### config.mk
export PLATFORM = sky130hd
export DESIGN_NAME = oled_init_seq
export DESIGN_NICKNAME = d
export VERILOG_FILES = /design/src/rtl/oled_init_seq.sv
export SDC_FILE = /design/constraint.sdc
export NUM_CORES = 1
export LEC_CHECK = 0
export ABC_AREA = 1
export BUFFER_PORTS_ARGS = -buffer_cell sky130_fd_sc_hd__buf_2
export CAP_MARGIN = 10
export CORE_MARGIN = 2
export CORE_UTILIZATION = 51
export DETAILED_ROUTE_END_ITERATION = 8
export GPL_TIMING_DRIVEN = 0
export PLACE_DENSITY_LB_ADDON = 0.12
export SETUP_SLACK_MARGIN = 0.05
export SYNTH_ARGS = -nofsm -noshare
export SYNTH_HDL_FRONTEND = slang
export SYNTH_SLANG_ARGS = --single-unit
### constraint.sdc
create_clock -name clk -period 1.6 [get_ports clk]
set_input_delay 0.16 -clock clk [delete_from_list [all_inputs] [get_ports clk]]
set_output_delay 0.16 -clock clk [all_outputs]
set_load 0.005 [all_outputs]
### src/rtl/oled_init_seq.sv
// OLED panel power-up sequencer: pulses the panel reset, then streams command/data
// pairs from an external init ROM to a downstream writer, one pair per start pulse.
module oled_init_seq #(
   parameter int unsigned NUM_PAIRS    = 32,
   parameter int unsigned RESET_CYCLES = 1000,
   parameter int unsigned WAIT_CYCLES  = 8
) (
   input  logic       clk,
   input  logic       rst,
   input  logic       restart,
   output logic [5:0] rom_addr,
   input  logic [7:0] rom_dout,
   output logic       oled_res_n,
   output logic       start,
   output logic [7:0] command,
   output logic [7:0] data,
   output logic       busy,
   output logic       done
);

   localparam int unsigned CntMax = (RESET_CYCLES > WAIT_CYCLES) ? RESET_CYCLES : WAIT_CYCLES;
   localparam int unsigned CntW   = $clog2(CntMax) + 1;

   localparam logic [CntW-1:0] ResetLoad = CntW'(RESET_CYCLES - 1);
   localparam logic [CntW-1:0] WaitLoad  = CntW'(WAIT_CYCLES - 1);
   localparam logic [4:0]      LastIdx   = 5'(NUM_PAIRS - 1);

   typedef enum logic [2:0] {
      StResLow,
      StResWait,
      StFetch,
      StLatchCmd,
      StLatchData,
      StIssue,
      StWait,
      StDone
   } state_e;

   state_e          state_q;
   logic [CntW-1:0] cnt_q;
   logic [4:0]      idx_q;

   // All outputs are registered and updated on the transition into the state that owns them.
   always_ff @(posedge clk or negedge rst) begin
      if (!rst) begin
         state_q    <= StResLow;
         cnt_q      <= ResetLoad;
         idx_q      <= 5'd0;
         rom_addr   <= 6'd0;
         oled_res_n <= 1'b0;
         start      <= 1'b0;
         command    <= 8'd0;
         data       <= 8'd0;
         busy       <= 1'b1;
         done       <= 1'b0;
      end else begin
         start <= 1'b0;
         unique case (state_q)
            StResLow: begin
               if (cnt_q == '0) begin
                  state_q    <= StResWait;
                  cnt_q      <= ResetLoad;
                  oled_res_n <= 1'b1;
               end else begin
                  cnt_q <= cnt_q - 1'b1;
               end
            end
            StResWait: begin
               if (cnt_q == '0) begin
                  state_q  <= StFetch;
                  idx_q    <= 5'd0;
                  rom_addr <= 6'd0;
               end else begin
                  cnt_q <= cnt_q - 1'b1;
               end
            end
            StFetch: begin
               state_q  <= StLatchCmd;
               rom_addr <= {idx_q, 1'b1};
            end
            // ROM output lags the address by one cycle, so each latch sees the previous address.
            StLatchCmd: begin
               command <= rom_dout;
               state_q <= StLatchData;
            end
            StLatchData: begin
               data    <= rom_dout;
               state_q <= StIssue;
               start   <= 1'b1;
            end
            StIssue: begin
               cnt_q   <= WaitLoad;
               state_q <= StWait;
            end
            StWait: begin
               if (cnt_q == '0) begin
                  if (idx_q == LastIdx) begin
                     state_q <= StDone;
                     busy    <= 1'b0;
                     done    <= 1'b1;
                  end else begin
                     idx_q    <= idx_q + 5'd1;
                     rom_addr <= {idx_q + 5'd1, 1'b0};
                     state_q  <= StFetch;
                  end
               end else begin
                  cnt_q <= cnt_q - 1'b1;
               end
            end
            StDone: begin
               if (restart) begin
                  state_q    <= StResLow;
                  idx_q      <= 5'd0;
                  cnt_q      <= ResetLoad;
                  oled_res_n <= 1'b0;
                  busy       <= 1'b1;
                  done       <= 1'b0;
               end
            end
            default: state_q <= StResLow;
         endcase
      end
   end

endmodule

==> results by group, run 1 <==
Outcome
  – Outcome: finished, violations left
  – Failing checks: negative setup slack

Yosys
  – Syn nets: 341
  – Compound-Gate Fraction of Synth Area: 12.64%
  – Mapped Area: 0.002514 sq mm
  – Avg Inst Size Synth: 7.831 sq um
  – Simple-gate area share of the yosys netlist: 29.07%
  – Post-synthesis sequential area ratio: 45.25%
  – Post-synthesis xor/xnor area fraction: 0.6969%
  – Multiplexer share of the synthesized area: 0%
  – Largest family of logic cells by synthesized area: simple AND/OR/NAND/NOR gates
  – Warnings from Yosys: 0
  – Synthesized flop and latch total: 45
  – Post-synthesis cell type count: 30
  – Syn Inst Count: 321
  – Adder-Cell Fraction of Synth Area: 4.480%

Clocking
  – Worst-Skew Late Latency: 0.31 ns
  – Hold_buf cts: 0
  – TritonCTS clock tree: yes
  – CTS clock-pin slew for the worst setup and hold paths: 0.09 ns
  – CTS sink cnt: 45
  – Max Root-Sink Buffers: 2
  – Num CTS Buffers: 5
  – H-tree depth: 2
  – CTS root buffer: clkbuf_8

Setup path
  – Max incr delay on CP: 0.47 ns
  – Crit start category: flip-flop
  – Crit. End Element: flip-flop
  – R2R depth: 10
  – Critical-path top delay cell: dfrtp_2
  – CP Max Fanout: 4
  – Top delay family on crit path: flip-flops
  – Most used cell, CP: a21oi_2
  – CP Cell Sequence: inv_4 -> ha_4 -> nand2_8 -> inv_8 -> nor2_4 -> a21oi_4 -> buf_6 -> nand3_4 -> a21oi_2 -> a21oi_2
  – Crit path launch: state_q[0]
  – Setup CP Type: reg2reg
  – Worst path required time: 1.84 ns
  – Critical Path AT: 2.00 ns
  – CP Depth: 10
  – Buffers & Inverters on Critical Path: 3
  – Worst r2r src: state_q[0]

Detailed routing
  – Pre-antenna DRT Iters: 4
  – Post-DR wirelength/cell: 14.85 microns
  – Antenna-violating nets left: 0
  – # DRC: 0
  – Initial DRC Count: 181
  – Vias per inst: 5.242
  – Via count: 2443
  – Final WL: 6918 microns

Power
  – Peak VDD IR: 527.1 uV
  – Reg power frac: 51.4%
  – Clock share of power: 45.3%
  – Sw frac: 20.51%
  – Pwr dens: 634.0 mW/mm^2
  – Logic pwr share: 3.3%
  – Int Pwr: 1809 uW
  – Leakage power: 0.001763 uW
  – NetSw: 466.6 uW

Timing
  – Least-Margin Pin Slew: 0.9778 ns
  – Period utilization: 109.6%
  – Endpoints failing setup: 25
  – Max Fclk: 570.5 MHz
  – Max-slew violations: 0
  – RSZ-0062 raised after global routing: yes
  – Hold Fails Final Rpt: 0
  – Max_slew headroom: 34.82%
  – Clock skew: 0.01211 ns
  – Setup ws final: -0.1529 ns
  – Period minus WS final: 1.753 ns

Placed design
  – Routability cong.: 0.8332
  – IO Port Bufs: 36
  – Area post-placement: 0.002804 sq mm
  – Cell total after placement: 424
  – Hpwl dp: 3699 microns

Floorplan
  – Die width: 74.21 microns
  – Ports: 37
  – Total core area: 0.004723 sq mm
  – Cell Rows: 25
  – Initial Util: 53.22%
  – Die area: 0.005506 sq mm
  – DIE HEIGHT: 74.21 microns

Final layout
  – Design area: 0.003588 sq mm
  – Final cell count without fillers: 466
  – Final net count: 418
  – Commonest cells after routing, fill and taps aside: nand2_1 (68), buf_2 (36), dfrtp_1 (33)
  – FF/Latch Area: 0.001141 sq mm
  – ANT cells: 0
  – Most common cell after layout, fill and taps aside: nand2_1
  – Area Overhead vs Synth: 42.76%
  – Fill cells: 315
  – Area of the multi-input gates: 0.001543 sq mm
  – Share of layout cells above drive strength 1: 45.61%

GRT
  – Initial antenna violation count: 0
  – First-pass GRT wire length: 10410 microns
  – Largest net degree at the start of global routing: 46
  – Vias in the first global route: 2346
  – GR Util All Layers: 24.54%
  – Gr ovfl total: 0

Hold path
  – Hold WC Path Type: in2async

Run
  – Number of max-cap violations: 0
sequential cells by signal (all words and copies together), names as in the netlist:
| register | count |
|---|---|
| start | 1 |
| command | 8 |
| cnt_q | 11 |
| oled_res_n | 1 |
| data | 8 |
| done | 1 |
| busy | 1 |
| state_q | 3 |
| idx_q | 5 |
| rom_addr | 6 |
logic make-up after synthesis:
family	count (synthesis)
AND/OR/NAND/NOR	161
AO/OA/AOI/OAI	54
buffers and inverters	50
flip-flops	45
adder cells (fa/ha/maj)	9
XOR/XNOR	2
per-layer routing:
metal / global-route usage, % / vias up / wire length (microns)
met5: 0 / - / 0
met4: 9.091 / 0 / 170
met3: 5.691 / 18 / 384
met2: 41.37 / 87 / 3483
met1: 30.82 / 1173 / 2879
li1: - / 1165 / -
synthesized netlist by cell type:
cell type / count / area, sq um
nand2_1: 90 / 337.8
inv_1: 42 / 157.7
dfrtp_1: 36 / 900.9
nor2_1: 34 / 127.6
o21ai_0: 30 / 150.1
a21oi_1: 14 / 70.07
nand3_1: 14 / 70.07
dfstp_2: 9 / 236.5
ha_1: 9 / 112.6
nand2_4: 7 / 78.83
inv_2: 4 / 15.01
o21ai_1: 4 / 20.02
nand2_2: 3 / 18.77
nand4_1: 3 / 18.77
nor2_4: 3 / 33.78
nor3_1: 3 / 15.01
clkbuf_1: 2 / 7.510
xor2_1: 2 / 17.52
a21oi_2: 1 / 8.760
a21oi_4: 1 / 16.27
a31oi_4: 1 / 21.27
buf_6: 1 / 11.26
inv_4: 1 / 6.260
nand3_2: 1 / 10.01
nand3b_1: 1 / 7.510
nor2_2: 1 / 6.260
nor4_1: 1 / 6.260
o211ai_1: 1 / 7.510
o21a_1: 1 / 7.510
o21ai_4: 1 / 16.27
power groups by stage:
stage / sequential, uW / combinational, uW / clock, uW
2_1_floorplan: 1190 / 15.8 / 0
3_3_place_gp: 1190 / 77.1 / 0
4_1_cts: 1170 / 78.5 / 1040
3_5_place_dp: 1190 / 78.9 / 0
5_1_grt: 1170 / 89.4 / 1080
6_report: 1170 / 75.1 / 1030
final cells by class:
class	count	share of cell area [%]
plain buffers	3	0.5927
clock inverters	3	1.813
multi-input cells	228	42.99
flip-flops and latches	45	31.80
inverters	47	5.997
well taps	67	2.336
repair buffers	68	12.55
clock buffers	5	1.918
final timing paths:
check                               to  slack [ns]
max reg2reg                   cnt_q[6]       -0.15
min                           idx_q[0]       0.005
max in group asynchronous   state_q[0]        0.94
min in group clk               data[2]        0.11
min reg2reg                rom_addr[1]        0.47
max                           cnt_q[6]       -0.15
repair_timing:
action,in CTS,in global routing
gates resized for setup,49,66
pin swaps,20,28
setup endpoints to repair,42,43
hold endpoints to repair,0,0
setup buffers,22,10
gates cloned,2,0
stage by stage:
stage,TNS [ns],utilization (%),total power (uW),worst slack (ns),hold WS [ns]
6_report,-2.157,75.97,2275,-0.1529,0.005001
5_1_grt,-4.447,75.97,2346,-0.2090,0.09303
4_1_cts,-0.1162,69.48,2293,-0.02915,0.05160
3_5_place_dp,-3.207,59.36,1269,-0.2196,0.3822
3_3_place_gp,-2.766,59.36,1267,-0.1944,0.3915
2_1_floorplan,0,-,1208,0.04798,-0.1356
worst reg2reg max path, cell delays in order (launching register included):
cell and delay (ns):
dfrtp_2 0.47, inv_4 0.09, ha_4 0.19, nand2_8 0.10, inv_8 0.08, nor2_4 0.05
a21oi_4 0.23, buf_6 0.15, nand3_4 0.14, a21oi_2 0.16, a21oi_2 0.04
(Power assumes the default switching activity.)
==> run 2: changes to the inputs <==
--- a/config.mk
+++ b/config.mk
@@ -9,7 +9,7 @@
 export BUFFER_PORTS_ARGS = -buffer_cell sky130_fd_sc_hd__buf_2
 export CAP_MARGIN = 10
 export CORE_MARGIN = 2
-export CORE_UTILIZATION = 51
+export CORE_UTILIZATION = 33
 export DETAILED_ROUTE_END_ITERATION = 8
 export GPL_TIMING_DRIVEN = 0
 export PLACE_DENSITY_LB_ADDON = 0.12
==> run 2 against run 1 <==
  * The flow still finishes with violations (negative setup slack)
  * Design area decreased by 2.2%
  * Total power decreased by 4.3%
  * Wire length decreased by 9.3%
  * Sequential share of layout area increased by 0.70 points
  * Global-route usage decreased by 8.5 points
  * Clock power decreased by 9.5%
  * Sequential power about the same
  * Highest routed layer unchanged
==> results by group, run 2 (synthesis results as in run 1) <==
Outcome
  – Outcome: finished, violations left
  – Failing checks: negative setup slack

Placed design
  – IO Port Bufs: 36 (unchanged)
  – Routability cong.: 0.8274 (-0.70%)
  – Hpwl dp: 4114 microns (+11%)

Run
  – Number of max-cap violations: 0 (unchanged)

Clocking
  – CTS root buffer: clkbuf_8
  – Hold_buf cts: 0 (unchanged)
  – CTS sink cnt: 45 (unchanged)
  – CTS clock-pin slew for the worst setup and hold paths: 0.09 ns (about the same)
  – TritonCTS clock tree: yes
  – Max Root-Sink Buffers: 2 (unchanged)
  – Worst-Skew Late Latency: 0.30 ns (about the same)
  – H-tree depth: 2 (unchanged)
  – Num CTS Buffers: 5 (unchanged)

GRT
  – First-pass GRT wire length: 10870 microns (+4.4%)
  – Gr ovfl total: 0 (unchanged)
  – Vias in the first global route: 2326 (-0.85%)
  – Largest net degree at the start of global routing: 46 (unchanged)
  – Initial antenna violation count: 0 (unchanged)
  – GR Util All Layers: 16.03% (-8.5 points)

Timing
  – Period utilization: 104.2% (-5.3 points)
  – Setup TNS: -0.5449 ns (+1.612 ns)
  – Max-slew violations: 0 (unchanged)
  – Period minus WS final: 1.667 ns (-0.08556 ns)
  – Clock skew: 0.009188 ns (-0.002927 ns)
  – Endpoints failing setup: 16 (-36%)
  – Max Fclk: 599.8 MHz (+5.1%)
  – Hold Fails Final Rpt: 0 (unchanged)
  – Setup ws final: -0.06730 ns (+0.08556 ns)
  – Least-Margin Pin Slew: 1.019 ns (+0.04099 ns)
  – Max_slew headroom: 32.08% (-2.7 points)
  – RSZ-0062 raised after global routing: yes

Floorplan
  – DIE HEIGHT: 91.28 microns (+23%)
  – Cell Rows: 31 (+24%)
  – Die width: 91.28 microns (+23%)
  – Ports: 37 (unchanged)
  – Initial Util: 34.29% (-19 points)
  – Total core area: 0.007331 sq mm (+55%)
  – Die area: 0.008331 sq mm (+51%)

Detailed routing
  – # DRC: 0 (unchanged)
  – Metal1 wirelength: 2954 microns (+2.6%)
  – Met3 WL: 271 microns (-29%)
  – Vias per inst: 4.673 (-11%)
  – Initial DRC Count: 72 (-60%)
  – Pre-antenna DRT Iters: 4 (unchanged)
  – Top sig layer: met4
  – Via count: 2290 (-6.3%)
  – Final WL: 6277 microns (-9.3%)
  – Met2 WL: 2963 microns (-15%)
  – Antenna-violating nets left: 0 (unchanged)
  – Post-DR wirelength/cell: 12.81 microns (-14%)

Final layout
  – ANT cells: 0 (unchanged)
  – Area Overhead vs Synth: 39.67%
  – Largest reg by FF count: cnt_q
  – Fill cells: 732 (+130%)
  – Max reg flops: 11 (unchanged)
  – Commonest cells after routing, fill and taps aside: nand2_1 (71), buf_2 (36), dfrtp_1 (33)
  – Final net count: 410 (-1.9%)
  – Share of layout cells above drive strength 1: 43.22% (-2.4 points)
  – Most common cell after layout, fill and taps aside: nand2_1
  – Top Registers: cnt_q x11, command x8, data x8

Setup path
  – Crit start category: flip-flop
  – Worst path required time: 1.84 ns (about the same)
  – Setup CP Type: reg2reg
  – Crit. End Element: flip-flop
  – Critical Path AT: 1.91 ns (-0.09 ns)
  – CP Max Fanout: 5 (+1)

Power
  – Final Power: 2178 uW (-4.3%)
  – Pwr dens: 620.3 mW/mm^2 (-2.2%)
  – Peak VDD IR: 394.5 uV (-25%)
  – Leakage power: 0.001731 uW (-1.8%)

Hold path
  – Hold WC Path Type: in2async
==> run 2: report_power, final <==
part	switching (uW)	leakage [uW]	internal (uW)	total, uW
clock	423	0.0000574	509	932
combinational	46.6	0.00114	30.1	76.7
sequential	10.9	0.000529	1160	1170
total	481	0.00173	1700	2180
==> run 2: path summary, 6_finish.rpt <==
check	endpoint	cells past startpoint	slack (ns)	start
min in group clk	command[6]	3	0.11	rom_dout[6]
max	cnt_q[0]	10	-0.07	state_q[0]
min reg2reg	busy	2	0.47	busy
max reg2reg	cnt_q[0]	10	-0.07	state_q[0]
max in group asynchronous	state_q[0]	1	0.87	rst
min	rom_addr[2]	1	0.03	rst
==> run 2: metrics by stage <==
stage	util [%]	instance area (sq um)	cells	hold slack, ns	worst slack, ns
2_1_floorplan	-	2540	321	-0.1356	0.04798
3_3_place_gp	38.80	2844	456	0.4038	-0.2140
3_5_place_dp	38.80	2844	456	0.3983	-0.2495
4_1_cts	44.87	3289	483	0.06997	-0.04405
5_1_grt	47.89	3511	490	0.1193	-0.1331
6_report	47.89	3511	490	0.02711	-0.06730
==> run 2: timing repair <==
| item | in CTS | in global routing |
|---|---|---|
| pin swaps | 20 | 17 |
| endpoints found under the setup margin | 43 | 43 |
| gates cloned | 1 | 0 |
| setup buffers | 18 | 7 |
| hold endpoints to repair | 0 | 0 |
| gates resized for setup | 51 | 51 |
==> run 2: area by class of cell <==
type | instances | area (sq um) | share of cell area [%]
inverter | 47 | 211.5 | 6.023
sequential | 45 | 1141 | 32.50
timing repair buffer | 61 | 391.6 | 11.15
buffer | 3 | 21.27 | 0.6058
clock inverter | 2 | 37.54 | 1.069
tap | 99 | 123.9 | 3.528
multi-input combinational | 227 | 1501 | 42.77
clock buffer | 6 | 82.58 | 2.352
==> run 2: metal layers <==
metal  track usage [%]  vias to the layer above
met5                 0                        -
met4             4.293                        0
met3             3.734                        8
met2             26.91                       53
met1             20.75                     1079
li1                  -                     1150
==> run 2: critical path, cell delays in order, from the launching register on <==
cell,delay [ns]
dfrtp_2,0.47
inv_4,0.10
ha_4,0.17
nand2_8,0.08
inv_8,0.07
nor2_4,0.04
a21oi_4,0.19
nand2_4,0.13
buf_12,0.16
a21oi_2,0.10
a21oi_1,0.08
